`config.mk`:
```
export PLATFORM = sky130hd
export DESIGN_NAME = ssc_readout_sched
export DESIGN_NICKNAME = d
export VERILOG_FILES = /design/src/rtl/ssc_pkg.sv /design/src/rtl/corr_rec_fifo.sv /design/src/rtl/ssc_readout_sched.sv
export SDC_FILE = /design/constraint.sdc
export NUM_CORES = 1
export LEC_CHECK = 0
export CORE_AREA = 8 8 319 321
export DETAILED_ROUTE_END_ITERATION = 16
export DIE_AREA = 0 0 327 329
export PLACE_DENSITY_LB_ADDON = 0.12
export SYNTH_ARGS = -nofsm -noshare
export SYNTH_HDL_FRONTEND = slang
export SYNTH_SLANG_ARGS = --single-unit
export TNS_END_PERCENT = 100
```
`constraint.sdc`:
```
create_clock -name clk -period 4.5 [get_ports clk]
set_input_delay 0.9 -clock clk [delete_from_list [all_inputs] [get_ports clk]]
set_output_delay 0.9 -clock clk [all_outputs]
set_load 0.1 [all_outputs]
```
`src/rtl/ssc_pkg.sv`:
```
// Shared definitions for the correlator readout scheduler: register offsets,
// drain FSM states and the record layout pushed into the record FIFO.
package ssc_pkg;

  localparam logic [15:0] OFF_CNT = 16'h06a0;
  localparam logic [15:0] OFF_LO  = 16'h06a4;
  localparam logic [15:0] OFF_HI  = 16'h06a8;
  localparam logic [15:0] OFF_ST  = 16'h06ac;

  typedef enum logic [2:0] {
    IDLE,
    RD_CNT,
    RD_LO,
    RD_HI,
    RD_ST,
    GAP
  } state_t;

  typedef struct packed {
    logic [3:0]  ch;
    logic [31:0] cnt;
    logic [63:0] corr;
  } rec_t;

  localparam int REC_W = $bits(rec_t);

  // Register offset read in each drain state; zero when no read is issued.
  function automatic logic [15:0] state_offset(input state_t s);
    case (s)
      RD_CNT:  return OFF_CNT;
      RD_LO:   return OFF_LO;
      RD_HI:   return OFF_HI;
      RD_ST:   return OFF_ST;
      default: return 16'h0000;
    endcase
  endfunction

endpackage

```
`src/rtl/corr_rec_fifo.sv`:
```
// Record FIFO, DEPTH entries, first-word-fall-through read port.
// Push and pop take effect at the rising edge; pushing when full is ignored.
module corr_rec_fifo #(
  parameter int W     = 100,
  parameter int DEPTH = 4
) (
  input  logic                       clk,
  input  logic                       rst,
  input  logic                       push,
  input  logic [W-1:0]               push_dat,
  input  logic                       pop,
  output logic [W-1:0]               rd_dat,
  output logic                       full,
  output logic                       empty,
  output logic [$clog2(DEPTH):0]     count
);

  localparam int AW = $clog2(DEPTH);

  logic [W-1:0]  mem [DEPTH];
  logic [AW-1:0] wr_ptr;
  logic [AW-1:0] rd_ptr;
  logic          do_push;
  logic          do_pop;

  assign full    = (count == (AW+1)'(DEPTH));
  assign empty   = (count == '0);
  assign do_push = push && !full;
  assign do_pop  = pop && !empty;
  assign rd_dat  = mem[rd_ptr];

  always_ff @(posedge clk or negedge rst) begin
    if (!rst) begin
      wr_ptr <= '0;
      rd_ptr <= '0;
      count  <= '0;
    end else begin
      if (do_push) wr_ptr <= wr_ptr + 1'b1;
      if (do_pop)  rd_ptr <= rd_ptr + 1'b1;
      if (do_push && !do_pop)      count <= count + 1'b1;
      else if (!do_push && do_pop) count <= count - 1'b1;
    end
  end

  // Storage needs no reset: the read side is qualified by empty.
  always_ff @(posedge clk) begin
    if (do_push) mem[wr_ptr] <= push_dat;
  end

endmodule

```
`src/rtl/ssc_readout_sched.sv`:
```
// Shares the channel register bus between the host (priority, same-cycle) and a
// round-robin drain engine that reads Cnt/Low/High/Status and queues a record.
module ssc_readout_sched
  import ssc_pkg::*;
#(
  parameter int NCH   = 16,
  parameter int DEPTH = 4
) (
  input  logic              clk,
  input  logic              rst,
  input  logic              sched_en,
  input  logic              host_read,
  input  logic              host_write,
  input  logic [31:0]       host_addr,
  input  logic [31:0]       host_wdata,
  output logic [31:0]       host_rdata,
  output logic [31:0]       ch_addr,
  output logic [31:0]       ch_wdata,
  output logic [NCH-1:0]    ch_read,
  output logic [NCH-1:0]    ch_write,
  input  logic [NCH*32-1:0] ch_rdata,
  input  logic [NCH-1:0]    cseen,
  output logic              rec_valid,
  input  logic              rec_ready,
  output logic [3:0]        rec_ch,
  output logic [31:0]       rec_cnt,
  output logic [63:0]       rec_corr
);

  localparam int CW = $clog2(DEPTH) + 1;

  state_t        state;
  logic [3:0]    sel;
  logic [3:0]    rr_ptr;
  logic [31:0]   cnt_q;
  logic [31:0]   lo_q;
  logic [31:0]   hi_q;

  logic          host_stb;
  logic [7:0]    host_ch;
  logic          host_hit;
  logic [31:0]   sel_dat;
  logic [3:0]    win;
  logic          win_vld;
  logic          start;
  logic          push;
  rec_t          push_rec;
  rec_t          head_rec;
  logic          fifo_full;
  logic          fifo_empty;
  logic [CW-1:0] fifo_cnt;

  assign host_stb = host_read | host_write;
  assign host_ch  = host_addr[23:16];
  assign host_hit = host_ch < 8'(NCH);
  assign sel_dat  = ch_rdata[32*sel +: 32];

  assign host_rdata = (host_read && host_hit) ? ch_rdata[32*host_ch[3:0] +: 32] : 32'h0;

  // First pending channel at or above rr_ptr, wrapping at NCH.
  always_comb begin
    int idx;
    idx     = 0;
    win     = '0;
    win_vld = 1'b0;
    for (int i = 0; i < NCH; i++) begin
      idx = int'(rr_ptr) + i;
      if (idx >= NCH) idx = idx - NCH;
      if (!win_vld && cseen[idx]) begin
        win_vld = 1'b1;
        win     = 4'(idx);
      end
    end
  end

  assign start = (state == IDLE) && sched_en && win_vld && !host_stb &&
                 (fifo_cnt < CW'(DEPTH));
  assign push  = (state == RD_ST) && !host_stb;

  always_ff @(posedge clk or negedge rst) begin
    if (!rst) begin
      state  <= IDLE;
      sel    <= '0;
      rr_ptr <= '0;
      cnt_q  <= '0;
      lo_q   <= '0;
      hi_q   <= '0;
    end else begin
      case (state)
        IDLE: if (start) begin
          sel    <= win;
          rr_ptr <= (int'(win) == NCH-1) ? 4'd0 : win + 4'd1;
          state  <= RD_CNT;
        end
        RD_CNT: if (!host_stb) begin
          cnt_q <= sel_dat;
          state <= RD_LO;
        end
        RD_LO: if (!host_stb) begin
          lo_q  <= sel_dat;
          state <= RD_HI;
        end
        RD_HI: if (!host_stb) begin
          hi_q  <= sel_dat;
          state <= RD_ST;
        end
        // Status data is not kept; the read itself clears the channel flag.
        RD_ST: if (!host_stb) state <= GAP;
        GAP:     state <= IDLE;
        default: state <= IDLE;
      endcase
    end
  end

  // Host owns the bus for any cycle it strobes; the drain engine stalls.
  always_comb begin
    ch_addr  = '0;
    ch_wdata = '0;
    ch_read  = '0;
    ch_write = '0;
    if (host_stb) begin
      ch_addr  = {16'h0000, host_addr[15:0]};
      ch_wdata = host_wdata;
      if (host_hit) begin
        ch_read[host_ch[3:0]]  = host_read;
        ch_write[host_ch[3:0]] = host_write;
      end
    end else if (state inside {RD_CNT, RD_LO, RD_HI, RD_ST}) begin
      ch_addr      = {16'h0000, state_offset(state)};
      ch_read[sel] = 1'b1;
    end
  end

  assign push_rec.ch   = sel;
  assign push_rec.cnt  = cnt_q;
  assign push_rec.corr = {hi_q, lo_q};

  corr_rec_fifo #(
    .W     (REC_W),
    .DEPTH (DEPTH)
  ) u_fifo (
    .clk      (clk),
    .rst      (rst),
    .push     (push),
    .push_dat (push_rec),
    .pop      (rec_valid && rec_ready),
    .rd_dat   (head_rec),
    .full     (fifo_full),
    .empty    (fifo_empty),
    .count    (fifo_cnt)
  );

  assign rec_valid = !fifo_empty;
  assign rec_ch    = fifo_empty ? 4'h0  : head_rec.ch;
  assign rec_cnt   = fifo_empty ? 32'h0 : head_rec.cnt;
  assign rec_corr  = fifo_empty ? 64'h0 : head_rec.corr;

  logic unused_ok;
  assign unused_ok = ^{host_addr[31:24], fifo_full};

endmodule

```
==> flow_metrics.tcl <==
set metrics [dict create \
    synthMostInstantiatedCell "mux4_2" \
    grt_pass1_vias 23500 \
    status "complete, no violations" \
    critical_path_required_ns 4.97 \
    multi_input_area_um2 14800 \
    cts_hold_buf 0 \
    grt_max_degree 79 \
    globalplace.congestion 0.983 \
    setup_tns_ns 0 \
    power.internal_w 0.0154 \
    critical_path_class "in2reg" \
    cts-root-buf "clkbuf_16" \
    via_per_inst 5.57 \
    powerDensity_nw_per_um2 685 \
    ioPinCount 827 \
    grt_pass1_wl_um 205000 \
    synthCells 1761 \
    overflow 0 \
    vias 22300 \
    antenna_found_initial 98 \
    preCtsSetupSlack_ns -0.498 \
    synth_enable_flop_cells 400 \
    gr-max-usage-layer "met2" \
    slew_viol_final 0 \
    regArea_um2 14900 \
    cts.path.max_buffers 3 \
    area_delta_synth_final_pct 42.0 \
    synth_area_um2 30300 \
    yosysSeqAreaShare_pct 49.0 \
    path_max_fanout 4 \
    whs_ns 0.405 \
    post-dp-hpwl_um 124000 \
    use_met3_pct 4.90 \
    p_sw_share_pct 47.9 \
    pwr-share-clk_pct 13.7 \
    fmax_mhz 229 \
    post_cts_resized 0 \
    cts_tree "yes" \
    vdd_drop_max_v 0.000534 \
    use_met2_pct 47.4 \
    ys_async_sr_fraction_pct 22.2 \
    r2r_slack_ns 0.21 \
    die_h_um 329 \
    clk_pin_slew_ns 0.06 \
    tightest_slew_ns 1.14 \
    rr_worst_depth 13 \
    max_stage_delay_ns 0.68 \
    coreArea_um2 97100 \
    cp.arrival_ns 4.85 \
    worst_setup_path_end_kind "flop" \
    start_util_pct 31.2 \
    synth_cell_types 75 \
    firstDrtPassIters 5 \
    critPathSlowestCell "mux4_1" \
    postLayoutCoreUtil_pct 44.3 \
    dp_cells 3870 \
    clock_skew_ns 0.0226 \
    yosysTopAreaCellShare_pct 39.6 \
    fill_cells 8638 \
    port-buffer-count 802 \
    period_minus_slack_ns 4.37 \
    worst_slack_ns 0.125 \
    wl_per_cell_um 38.0 \
    power.share.sequential_pct 23.6 \
    finalCritPeriodShare_pct 97.2 \
    hold_violations 0 \
    yosysWarnings 0 \
    maxSlewHeadroom_pct 23.9 \
    route.detailed.drc 0 \
    worstPathCellList "clkdlybuf4s50_1 -> mux4_1 -> mux4_2 -> a2111o_1 -> nor4_2 -> nand4_1 -> o32ai_1 -> buf_4 -> a2111oi_1 -> a22oi_4 -> ha_1 -> a31oi_1 -> mux2_2" \
    drive_gt1_share_pct 39.2 \
    post-cts-setup-buffers 0 \
    setup_violations 0 \
    cp-start-kind "input pin" \
    yosys-top-cells-area "edfxtp_1 (40%), mux4_2 (33%), dfrtp_1 (9.4%), mux2_2 (4.3%), and2_1 (3.9%)" \
    rsz0062_at_grt "yes" \
    finalWirelength_um 152000 \
    synth_common_cells "mux4_2 (443), edfxtp_1 (400), and2_1 (188)" \
    yosys.area.top_type "edfxtp_1" \
    synth_ff_type "edfxtp_1" \
    dieArea_um2 108000 \
    power_leakage_nw 15.1 \
    rows 115 \
    die_w_um 327 \
    cts.sinks 514 \
    drt_iter0_drc 1787 \
    htree_levels 2 \
    cts_buffers 50 \
    clk_latency_ns 0.60 \
    synth.avg_cell_area_um2 17.2 \
    rr_endpoint "rr_ptr[0]" \
    r2r_start "rr_ptr[0]" \
    hold_path.class "in2async" \
    combPwrFrac_pct 62.7 \
    fin_cells 3997 \
    synth_seq_cells 514 \
    grtUsageTotal_pct 27.4 \
    final_nets 3247 \
    power.switching_w 0.0141 \
    drv_cap 0 \
    met1_usage_pct 35.8 \
    ant_nets 0 \
]
==> sequential cells by signal, indices dropped and copies added (netlist names) <==
name / cells
hi_q: 32
rr_ptr: 4
state: 3
sel: 4
u_fifo.mem: 400
u_fifo.rd_ptr: 2
lo_q: 32
u_fifo.count: 3
u_fifo.wr_ptr: 2
cnt_q: 32
==> worst max path at each step <==
stage / from / endpoint / slack (ns) / cells after the start
finish: cseen[14] / rr_ptr[0] / 0.13 / 13
global route: rr_ptr[0] / rr_ptr[2] / -0.009 / 17
CTS: rr_ptr[0] / rr_ptr[3] / 0.08 / 16
detailed placement: cseen[14] / rr_ptr[3] / -0.50 / 15
global placement: cseen[14] / rr_ptr[3] / -0.48 / 15
floorplan: host_addr[18] / ch_read[4] / 0.01 / 5
==> stage by stage <==
step	cell area [um^2]	total power [W]
floorplan	30400	0.0189
global placement	41400	0.0256
detailed placement	41400	0.0257
CTS	43000	0.0297
global route	43000	0.0307
finish	43100	0.0295
==> worst max-delay path: cells and delay by family <==
kind,cells,cell delay [ns]
AND/OR/NAND/NOR,2,0.50
AO/OA/AOI/OAI,5,1.00
multiplexers,3,1.47
buffers and inverters,2,0.72
adder cells (fa/ha/maj),1,0.23
==> layout make-up <==
class	instances	area share [%]
Tap cell	1287	3.74
Clock buffer	68	3.13
Antenna cell	33	0.192
Multi-Input combinational cell	1083	34.3
Clock inverter	26	0.572
Timing Repair Buffer	974	23.4
Sequential cell	514	34.6
Inverter	12	0.105
==> per-layer routing <==
layer	wire length, um	vias up	share of wire [%]
met5	113	-	0.074
met4	4110	18	2.7
met3	9180	230	6.0
met2	76900	981	51
met1	61600	11900	41
li1	-	9117	-
==> cells by family after synthesis <==
| kind of cell | after synthesis | synth area share (%) |
|---|---|---|
| compound gates | 102 | 2.36 |
| xor+xnor | 21 | 0.607 |
| fa+ha+maj | 14 | 0.603 |
| buf+inv | 179 | 2.54 |
| flops | 514 | 49.0 |
| mux | 583 | 38.4 |
| other cells | 1 | 0.0124 |
| simple gates | 347 | 6.47 |
==> power by group through the flow <==
stage / sequential [W] / combinational [W] / clock (W)
2_1_floorplan: 0.00660 / 0.0123 / 0
6_report: 0.00696 / 0.0185 / 0.00404
5_1_grt: 0.00708 / 0.0193 / 0.00430
3_5_place_dp: 0.00706 / 0.0186 / 0
3_3_place_gp: 0.00697 / 0.0186 / 0
4_1_cts: 0.00697 / 0.0187 / 0.00413
==> placed cells by master, fill, tap and decap left out, types with 5 or more instances in the layout <==
cell type          n
a21o_1             5
a21oi_1           14
and2_1           182
and3_1             5
buf_12           101
buf_4            283
clkbuf_1          15
clkbuf_16         50
clkdlybuf4s50_1  585
clkinv_1          10
clkinv_2           9
conb_1            16
dfrtp_1          108
dfrtp_4            5
diode_2           33
edfxtp_1         400
ha_1              13
inv_1              9
mux2_2           116
mux2i_1           17
mux4_1             7
mux4_2           443
nand2_1           41
nand2b_1           5
nand3_1           11
nor2_1            55
nor3_1             7
o21ai_0           17
o22ai_1           19
xnor2_1           12
xor2_1             9
Power figures use the tool's default switching activity.
